$ cat config.mk
export PLATFORM = sky130hd
export DESIGN_NAME = bin2bcd_seq
export DESIGN_NICKNAME = d
export VERILOG_FILES = /design/src/rtl/bin2bcd_seq.sv
export SDC_FILE = /design/constraint.sdc
export NUM_CORES = 1
export LEC_CHECK = 0
export ABC_AREA = 1
export CAP_MARGIN = 0
export CORE_MARGIN = 2
export CORE_UTILIZATION = 53
export DETAILED_ROUTE_END_ITERATION = 12
export PLACE_DENSITY = 0.78
export SYNTH_ARGS = -nofsm -noshare
export SYNTH_HDL_FRONTEND = slang
export SYNTH_SLANG_ARGS = --single-unit
$ cat constraint.sdc
create_clock -name clk -period 1.52 [get_ports clk]
set_input_delay 0.228 -clock clk [delete_from_list [all_inputs] [get_ports clk]]
set_output_delay 0.228 -clock clk [all_outputs]
set_load 0.01 [all_outputs]
$ cat src/rtl/bin2bcd_seq.sv
// Sequential binary-to-BCD converter (shift-and-add-3), one iteration per clock.
// Accepts a binary value on start and presents packed BCD digits with a one-cycle done pulse.
module bin2bcd_seq #(
  parameter int unsigned WIDTH  = 8,
  parameter int unsigned DIGITS = 3
) (
  input  logic                  clk,
  input  logic                  rst,
  input  logic                  start,
  input  logic [WIDTH-1:0]      bin,
  output logic                  ready,
  output logic                  busy,
  output logic                  done,
  output logic [4*DIGITS-1:0]   bcd
);

  localparam int unsigned SW = 4 * DIGITS;
  localparam int unsigned CW = $clog2(WIDTH) + 1;

  typedef enum logic [0:0] {
    IDLE  = 1'b0,
    SHIFT = 1'b1
  } state_t;

  state_t           r_state;
  state_t           w_state_nxt;
  logic             w_accept;
  logic             w_last;

  logic [WIDTH-1:0] r_bin;
  logic [SW-1:0]    r_scratch;
  logic [CW-1:0]    r_cnt;
  logic [SW-1:0]    r_bcd;
  logic             r_done;
  logic             r_ready;
  logic             r_busy;

  logic [SW-1:0]    w_adj;
  logic [SW-1:0]    w_scratch_sh;
  logic [WIDTH-1:0] w_bin_sh;

  // State register
  always_ff @(posedge clk) begin
    if (rst) begin
      r_state <= IDLE;
    end else begin
      r_state <= w_state_nxt;
    end
  end

  // Next-state decode
  always_comb begin
    w_state_nxt = r_state;
    w_accept    = 1'b0;
    w_last      = 1'b0;
    case (r_state)
      IDLE: begin
        if (start) begin
          w_accept    = 1'b1;
          w_state_nxt = SHIFT;
        end
      end
      SHIFT: begin
        if (r_cnt == CW'(WIDTH - 1)) begin
          w_last      = 1'b1;
          w_state_nxt = IDLE;
        end
      end
      default: w_state_nxt = IDLE;
    endcase
  end

  // Per-digit add-3 correction, then one-bit shift of {scratch, binary}
  always_comb begin
    w_adj = '0;
    for (int unsigned d = 0; d < DIGITS; d++) begin
      if (r_scratch[4*d +: 4] >= 4'd5) begin
        w_adj[4*d +: 4] = r_scratch[4*d +: 4] + 4'd3;
      end else begin
        w_adj[4*d +: 4] = r_scratch[4*d +: 4];
      end
    end
    w_scratch_sh = {w_adj[SW-2:0], r_bin[WIDTH-1]};
    w_bin_sh     = {r_bin[WIDTH-2:0], 1'b0};
  end

  // Datapath and registered status outputs
  always_ff @(posedge clk) begin
    if (rst) begin
      r_bin     <= '0;
      r_scratch <= '0;
      r_cnt     <= '0;
      r_bcd     <= '0;
      r_done    <= 1'b0;
      r_ready   <= 1'b1;
      r_busy    <= 1'b0;
    end else begin
      r_done  <= w_last;
      r_ready <= (w_state_nxt == IDLE);
      r_busy  <= (w_state_nxt == SHIFT);
      if (w_accept) begin
        r_bin     <= bin;
        r_scratch <= '0;
        r_cnt     <= '0;
      end else if (r_state == SHIFT) begin
        r_bin     <= w_bin_sh;
        r_scratch <= w_scratch_sh;
        r_cnt     <= r_cnt + CW'(1);
      end
      // Result is published only once the final iteration completes
      if (w_last) begin
        r_bcd <= w_scratch_sh;
      end
    end
  end

  assign ready = r_ready;
  assign busy  = r_busy;
  assign done  = r_done;
  assign bcd   = r_bcd;

endmodule
==> reports/qor.csv, run 1 <==
stage,metric,value,unit
power,pwr-share-comb,12.0,%
setup_path,critPathMaxFanout,2,
setup_path,start_kind,flop,
status,outcome,completed,
finish,final_nets,313,
synth,yosys.area.top_type,dfxtp_1,
sta,finalCritPeriodShare,96.5,%
setup_path,worst_path_largest_cell_delay,0.54,ns
setup_path,path_cells,clkdlybuf4s50_1,
routing,wl,3510,um
global_route,grtUsageTotal,20.5,%
power,p_switching,0.000510,W
clocking,cts_buffers,5,
finish,layout_common_cells,"98 x nand2_1, 40 x inv_1, 39 x dfxtp_1, 22 x nand3_1, 16 x clkdlybuf4s50_1",
setup_path,arrival,1.24,ns
setup_path,crit_buf_inv,1,
synth,ys_warn_count,0,
sta,drv_slew,0,
clocking,tritoncts,done,
sta,finalSetupTns,0,ns
sta,tightestPinTransition,0.260,ns
routing,num_vias,1640,
die,core_area,3310,um2
power,p_int,0.00155,W
synth,synth_cell_types,18,
global_route,antenna_found_initial,0,
setup_path,end_kind,output pin,
power,seqPwrFrac,52.5,%
power,p_per_area,925,nW/um2
die,die_height,62.4,um
place,dp_hpwl,2590,um
clocking,cts.sinks,39,
sta,hold_violations,0,
routing,wl_per_cell,10.3,um
die,die_area,3890,um2
die,io_pins,26,
synth,synth_edf_count,0,
power,switching_share,24.8,%
routing,via_per_inst,4.80,
synth,ys.flop_type,dfxtp_1,
finish,drive_above_1_share,6.76,%
synth,synthCells,262,
sta,layout_min_cycle_time,1.47,ns
sta,setup_viol,0,
routing,remaining_drc_errors,0,
synth,synth-seq-cells,39,
routing,drt_pass1_iterations,4,
global_route,grt-ovfl-total,0,
run,maxCapViolCount,0,
synth,syn_nets,280,
clocking,clkLatencyLatePin,0.36,ns
synth,syn_avg_cell_area,6.90,um2
die,num_rows,21,
global_route,grt_max_degree,19,
setup_path,critPathTopFamily,buffers and inverters,
sta,rsz0062_at_grt,no,
clocking,clk_pin_slew,0.11,ns
sta,hold-worst-slack,0.448,ns
finish,area.growth.synth_to_final,23.1,%
routing,ant_nets,0,
sta,timing.fmax,682,MHz
setup_path,cp.required,1.29,ns
power,clkPwrFrac,35.5,%
finish,num_antenna_cells,0,
setup_path,critPathSlowestCell,clkdlybuf4s50_1,
global_route,first_global_vias,1535,
synth,netlist_area,1810,um2
die,die_x,62.4,um
die,initial_utilization,54.6,%
synth,synthTopCellsByArea,"dfxtp_1 43%, nand2_1 20%, inv_1 8.3%",
place,io_buffers,25,
sta,max_slew_margin,82.6,%
power,p_leak,1.24,nW
routing,drt_iter0_markers,125,
place,gp_congestion,0.947,
clocking,cts_max_level,2,
clocking,root_buffer,clkbuf_4,
hold_path,hp-class,input pin to flop,
finish,finalNonFillerCells,342,
clocking,clock_path_buffers,2,
synth,synth_top_area_share,43.2,%
power,ir_worst_vdd,0.758,mV
synth,async_flop_share,0,%
clocking,post-cts-setup-buffer-count,0,
synth,ys_seq_area_share,43.2,%
place,place_inst,334,
finish,mostFrequentLayoutCell,nand2_1,
global_route,grt_pass1_wl,6320,um
sta,finClkSkew,0.0150,ns
setup_path,crit_type,flop to output pin,
-- synth_stat cells (2+ instances only) --
cell type	instances
nor2_1	8
inv_1	40
nand3_1	22
buf_2	2
dfxtp_1	39
nor2_4	2
nor3_1	2
nand2_1	98
nand4_1	7
inv_2	2
a21oi_1	15
buf_4	3
ha_1	7
o21ai_0	11
-- worst paths after layout --
path                                from        to  slack (ns)  cells past startpoint
worst min-delay path              bin[0]  r_bin[0]        0.45                      3
worst min register to register    bcd[0]    bcd[0]        0.45                      2
worst max-delay path             bcd[10]   bcd[10]        0.05                      1
worst max register to register  r_cnt[0]    bcd[0]        0.22                      6
-- flip-flops by register name (all words and copies together) (netlist names) --
name	count
done	1
ready	1
busy	1
r_bin	8
bcd	12
r_scratch	12
r_cnt	4
-- power by group through the flow --
stage,sequential (W),clock [W],combinational (W)
2_1_floorplan,0.00110,0,0.000170
3_3_place_gp,0.00110,0,0.000243
3_5_place_dp,0.00110,0,0.000248
4_1_cts,0.00108,0.000758,0.000248
5_1_grt,0.00109,0.000805,0.000287
6_report,0.00108,0.000730,0.000247
-- metrics by stage --
stage               power (W)  area [um2]  setup WS, ns  util, %
finish                0.00206        2220        0.0535     67.2
global route          0.00218        2220       0.00449     67.2
CTS                   0.00209        2210       0.00671     66.7
detailed placement    0.00135        2120        0.0546     64.1
global placement      0.00135        2120        0.0893     64.1
floorplan             0.00127        1810         0.352        -
-- layout make-up --
class                      count  area, um2
fill                         304       1090
multi-input combinational    175        825
sequential                    39        781
timing repair buffer          32        318
inverter                      42        158
tap                           46       57.6
clock buffer                   6       51.3
clock inverter                 2       35.0
-- per-layer routing --
| metal | vias to the layer above | global-route usage [%] | part of all wire, % |
|---|---|---|---|
| met3 | 6 | 5.95 | 3.5 |
| met2 | 28 | 35.2 | 47 |
| met5 | - | 0 | 0 |
| met1 | 729 | 24.5 | 47 |
| li1 | 877 | - | - |
| met4 | 0 | 7.50 | 1.6 |
-- cells by family after synthesis --
logic type	Yosys count	share of synthesized area [%]
AND/OR/NAND/NOR	141	33.1
buffers and inverters	48	11.1
flip-flops	39	43.2
AO/OA/AOI/OAI	26	7.20
adder cells (fa/ha/maj)	7	4.85
XOR/XNOR	1	0.485
-- worst register-to-register path, stage by stage, from the launching register on --
cell and delay [ns]:
dfxtp_1 0.38, ha_1 0.21, nand4_1 0.13, nor2_1 0.21, buf_4 0.20, nand2_1 0.07, nand2_1 0.06
-- repair_timing --
action                     in CTS  in global routing
hold buffers                    0                  0
gates resized for setup         2                  7
setup endpoints to repair       2                  7
Power figures use the tool's default switching activity.
==> run 2: changes to the inputs <==
--- a/config.mk
+++ b/config.mk
@@ -5,10 +5,10 @@
 export SDC_FILE = /design/constraint.sdc
 export NUM_CORES = 1
 export LEC_CHECK = 0
-export ABC_AREA = 1
 export CAP_MARGIN = 0
 export CORE_MARGIN = 2
 export CORE_UTILIZATION = 53
+export CTS_CLUSTER_DIAMETER = 80
 export DETAILED_ROUTE_END_ITERATION = 12
 export PLACE_DENSITY = 0.78
 export SYNTH_ARGS = -nofsm -noshare
==> run 2 against run 1 <==
Clock-buffer cell count rose by 2. Total power fell by 7.8%. Clock skew fell by 0.0067 ns. Combinational power fell by 6%. Fmax rose by 1.2%. Final area rose by 3.4%. Die area barely moved. Final cell count fell by 16%. First-iteration DRC count fell by 46%. Wire length rose by 2.3%. Core utilization rose by 2.3 points. Critical path type unchanged. Critical endpoint is now bcd[0].
==> reports/qor.csv, run 2 <==
stage,metric,value,unit
clocking,cts.sinks,39,
setup_path,rrSetupSlack,0.10,ns
hold_path,hp-class,flop to flop,
hold_path,min-delay-start,bcd[3],
die,core_area,3310,um2
synth,syn_nets,221,
setup_path,critPathMaxFanout,2,
die,die_area,3890,um2
routing,topRoutingLayerUsed,met4,
die,num_rows,21,
clocking,clk_pin_slew,0.10,ns
sta,setup_viol,0,
clocking,clkLatencyLatePin,0.34,ns
clocking,clock_path_buffers,2,
global_route,grt_pass1_wl,6260,um
finish,area.growth.synth_to_final,27.2,%
routing,ant_nets,0,
die,die_height,62.4,um
setup_path,end_kind,output pin,
routing,remaining_drc_errors,0,
sta,finalCritPeriodShare,95.3,%
synth,synth-seq-cells,39,
sta,drv_slew,0,
routing,drt_iter0_markers,67,
hold_path,whs_path_depth,2,
synth,ys_seq_area_share,43.2,%
finish,finalNonFillerCells,288,
power,p_leak,0.958,nW
routing,drt-met1-wl,1630,um
setup_path,arrival,1.22,ns
sta,hold_violations,0,
die,die_x,62.4,um
synth,synthCells,203,
sta,tightestPinTransition,0.302,ns
setup_path,path_cells,clkdlybuf4s50_1,
clocking,cts_buffers,5,
finish,layout_common_cells,"35 x dfxtp_1, 22 x nor2_1, 21 x clkdlybuf4s50_1, 17 x a21oi_1, 16 x nand2_1",
finish,num_antenna_cells,0,
setup_path,critPathTopFamily,buffers and inverters,
setup_path,start_kind,flop,
power,p_per_area,825,nW/um2
synth,synth_cell_types,41,
routing,drt_pass1_iterations,4,
routing,via_per_inst,5.17,
status,outcome,completed,
synth,yosys.area.top_type,dfxtp_1,
clocking,root_buffer,clkbuf_4,
synth,netlist_area,1810,um2
hold_path,min_to,bcd[3],
setup_path,worst_path_largest_cell_delay,0.54,ns
die,initial_utilization,54.6,%
synth,synthTopCellsByArea,"dfxtp_1 43%, mux2i_1 7.2%, a21oi_1 5.0%",
power,ir_worst_vdd,0.732,mV
sta,layout_min_cycle_time,1.45,ns
global_route,grtUsageTotal,20.0,%
die,io_pins,26,
synth,ys.flop_type,dfxtp_1,
synth,async_flop_share,0,%
setup_path,reg2reg_depth,6,
synth,ys_warn_count,0,
clocking,cts_max_level,2,
synth,syn_avg_cell_area,8.91,um2
run,maxCapViolCount,0,
routing,dr_wl_met3,90,um
routing,num_vias,1488,
setup_path,r2r-end,r_scratch[4],
finish,fin_util,69.5,%
place,io_buffers,25,
place,place_ws,0.0471,ns
global_route,antenna_found_initial,0,
place,gp_congestion,0.807,
setup_path,critPathSlowestCell,clkdlybuf4s50_1,
routing,wl_met2,1850,um
routing,wl,3590,um
synth,yosysMostFrequentCell,dfxtp_1,
setup_path,reg2reg_from,r_scratch[0],
synth,synth_top_area_share,43.2,%
place,dp_hpwl,2720,um
finish,final_nets,259,
finish,mostFrequentLayoutCell,dfxtp_1,
setup_path,crit_type,flop to output pin,
sta,timing.fmax,690,MHz
finish,drive_above_1_share,17.4,%
sta,max_slew_margin,79.9,%
place,place_inst,280,
global_route,grt_max_degree,22,
clocking,tritoncts,done,
synth,synth_top_cells_by_count,"39 x dfxtp_1, 22 x nor2_1, 18 x a21oi_1",
setup_path,cp.required,1.29,ns
synth,synth_edf_count,0,
clocking,post-cts-setup-buffer-count,0,
sta,finClkSkew,0.00829,ns
global_route,grt-ovfl-total,0,
global_route,first_global_vias,1405,
setup_path,crit_buf_inv,1,
routing,wl_per_cell,12.5,um
sta,fin_ws,0.0711,ns
-- run 2: cell types whose count changed after synthesis, sizes merged, moves of 4 or more --
cell,delta
nor2,+11
xnor2,+4
a21oi,+6
inv,-29
mux2i,+13
a22o,+4
nand2b,+5
nand2,-82
nand3,-19
o21ai,+5
nand4,-6
-- run 2: through the flow --
step / setup TNS [ns] / power [W] / instance area, um2 / hold WS, ns
6_report: 0 / 0.00190 / 2300 / 0.450
3_5_place_dp: 0 / 0.00132 / 2200 / 0.441
5_1_grt: -0.0120 / 0.00199 / 2300 / 0.482
2_1_floorplan: 0 / 0.00123 / 1810 / 0.423
3_3_place_gp: 0 / 0.00132 / 2200 / 0.437
4_1_cts: 0 / 0.00191 / 2270 / 0.457
-- run 2: power breakdown --
part | internal [W] | switching [W] | total [W]
Sequential | 0.00105 | 0.0000213 | 0.00107
Clock | 0.000272 | 0.000322 | 0.000594
Combinational | 0.000117 | 0.000116 | 0.000233
-- run 2: cells by family after synthesis --
logic type,after synthesis,synth area share (%)
buf+inv,25,6.92
flops,39,43.2
mux,13,7.20
xor+xnor,6,2.91
compound gates,52,18.4
fa+ha+maj,7,4.84
simple gates,61,16.5
-- run 2: layout make-up --
| cell class | count | area [um2] |
|---|---|---|
| tap | 46 | 57.6 |
| inverter | 14 | 57.6 |
| fill | 307 | 1010 |
| timing repair buffer | 42 | 409 |
| sequential | 39 | 786 |
| clock buffer | 8 | 68.8 |
| multi-input combinational | 139 | 921 |
-- run 2: timing repair --
item,4_1_cts,5_1_grt
hold buffers,0,0
resized for setup,2,11
pin swaps,0,0
setup endpoints to repair,1,9
-- run 2: worst max path at each step --
stage                      start            to  slack [ns]  depth (start not counted)
CTS                       bcd[5]        bcd[5]        0.02                          1
floorplan           r_scratch[1]        bcd[1]        0.15                          6
finish                    bcd[0]        bcd[0]        0.07                          1
global placement           start      r_cnt[0]        0.07                          5
global route        r_scratch[1]  r_scratch[4]       -0.01                          6
detailed placement  r_scratch[0]  r_scratch[4]        0.05                          6
-- run 2: worst min-delay path, delay by kind of cell, from the launching register on --
| kind | cells | cell delay (ns) |
|---|---|---|
| flip-flops | 1 | 0.32 |
| AND/OR/NAND/NOR | 1 | 0.05 |
| AO/OA/AOI/OAI | 1 | 0.05 |
-- run 2: layer usage --
layer | vias to the layer above | GRT usage, %
met5 | - | 0
met4 | 0 | 8.33
met3 | 2 | 5.77
met2 | 20 | 33.1
met1 | 697 | 24.5
li1 | 769 | -
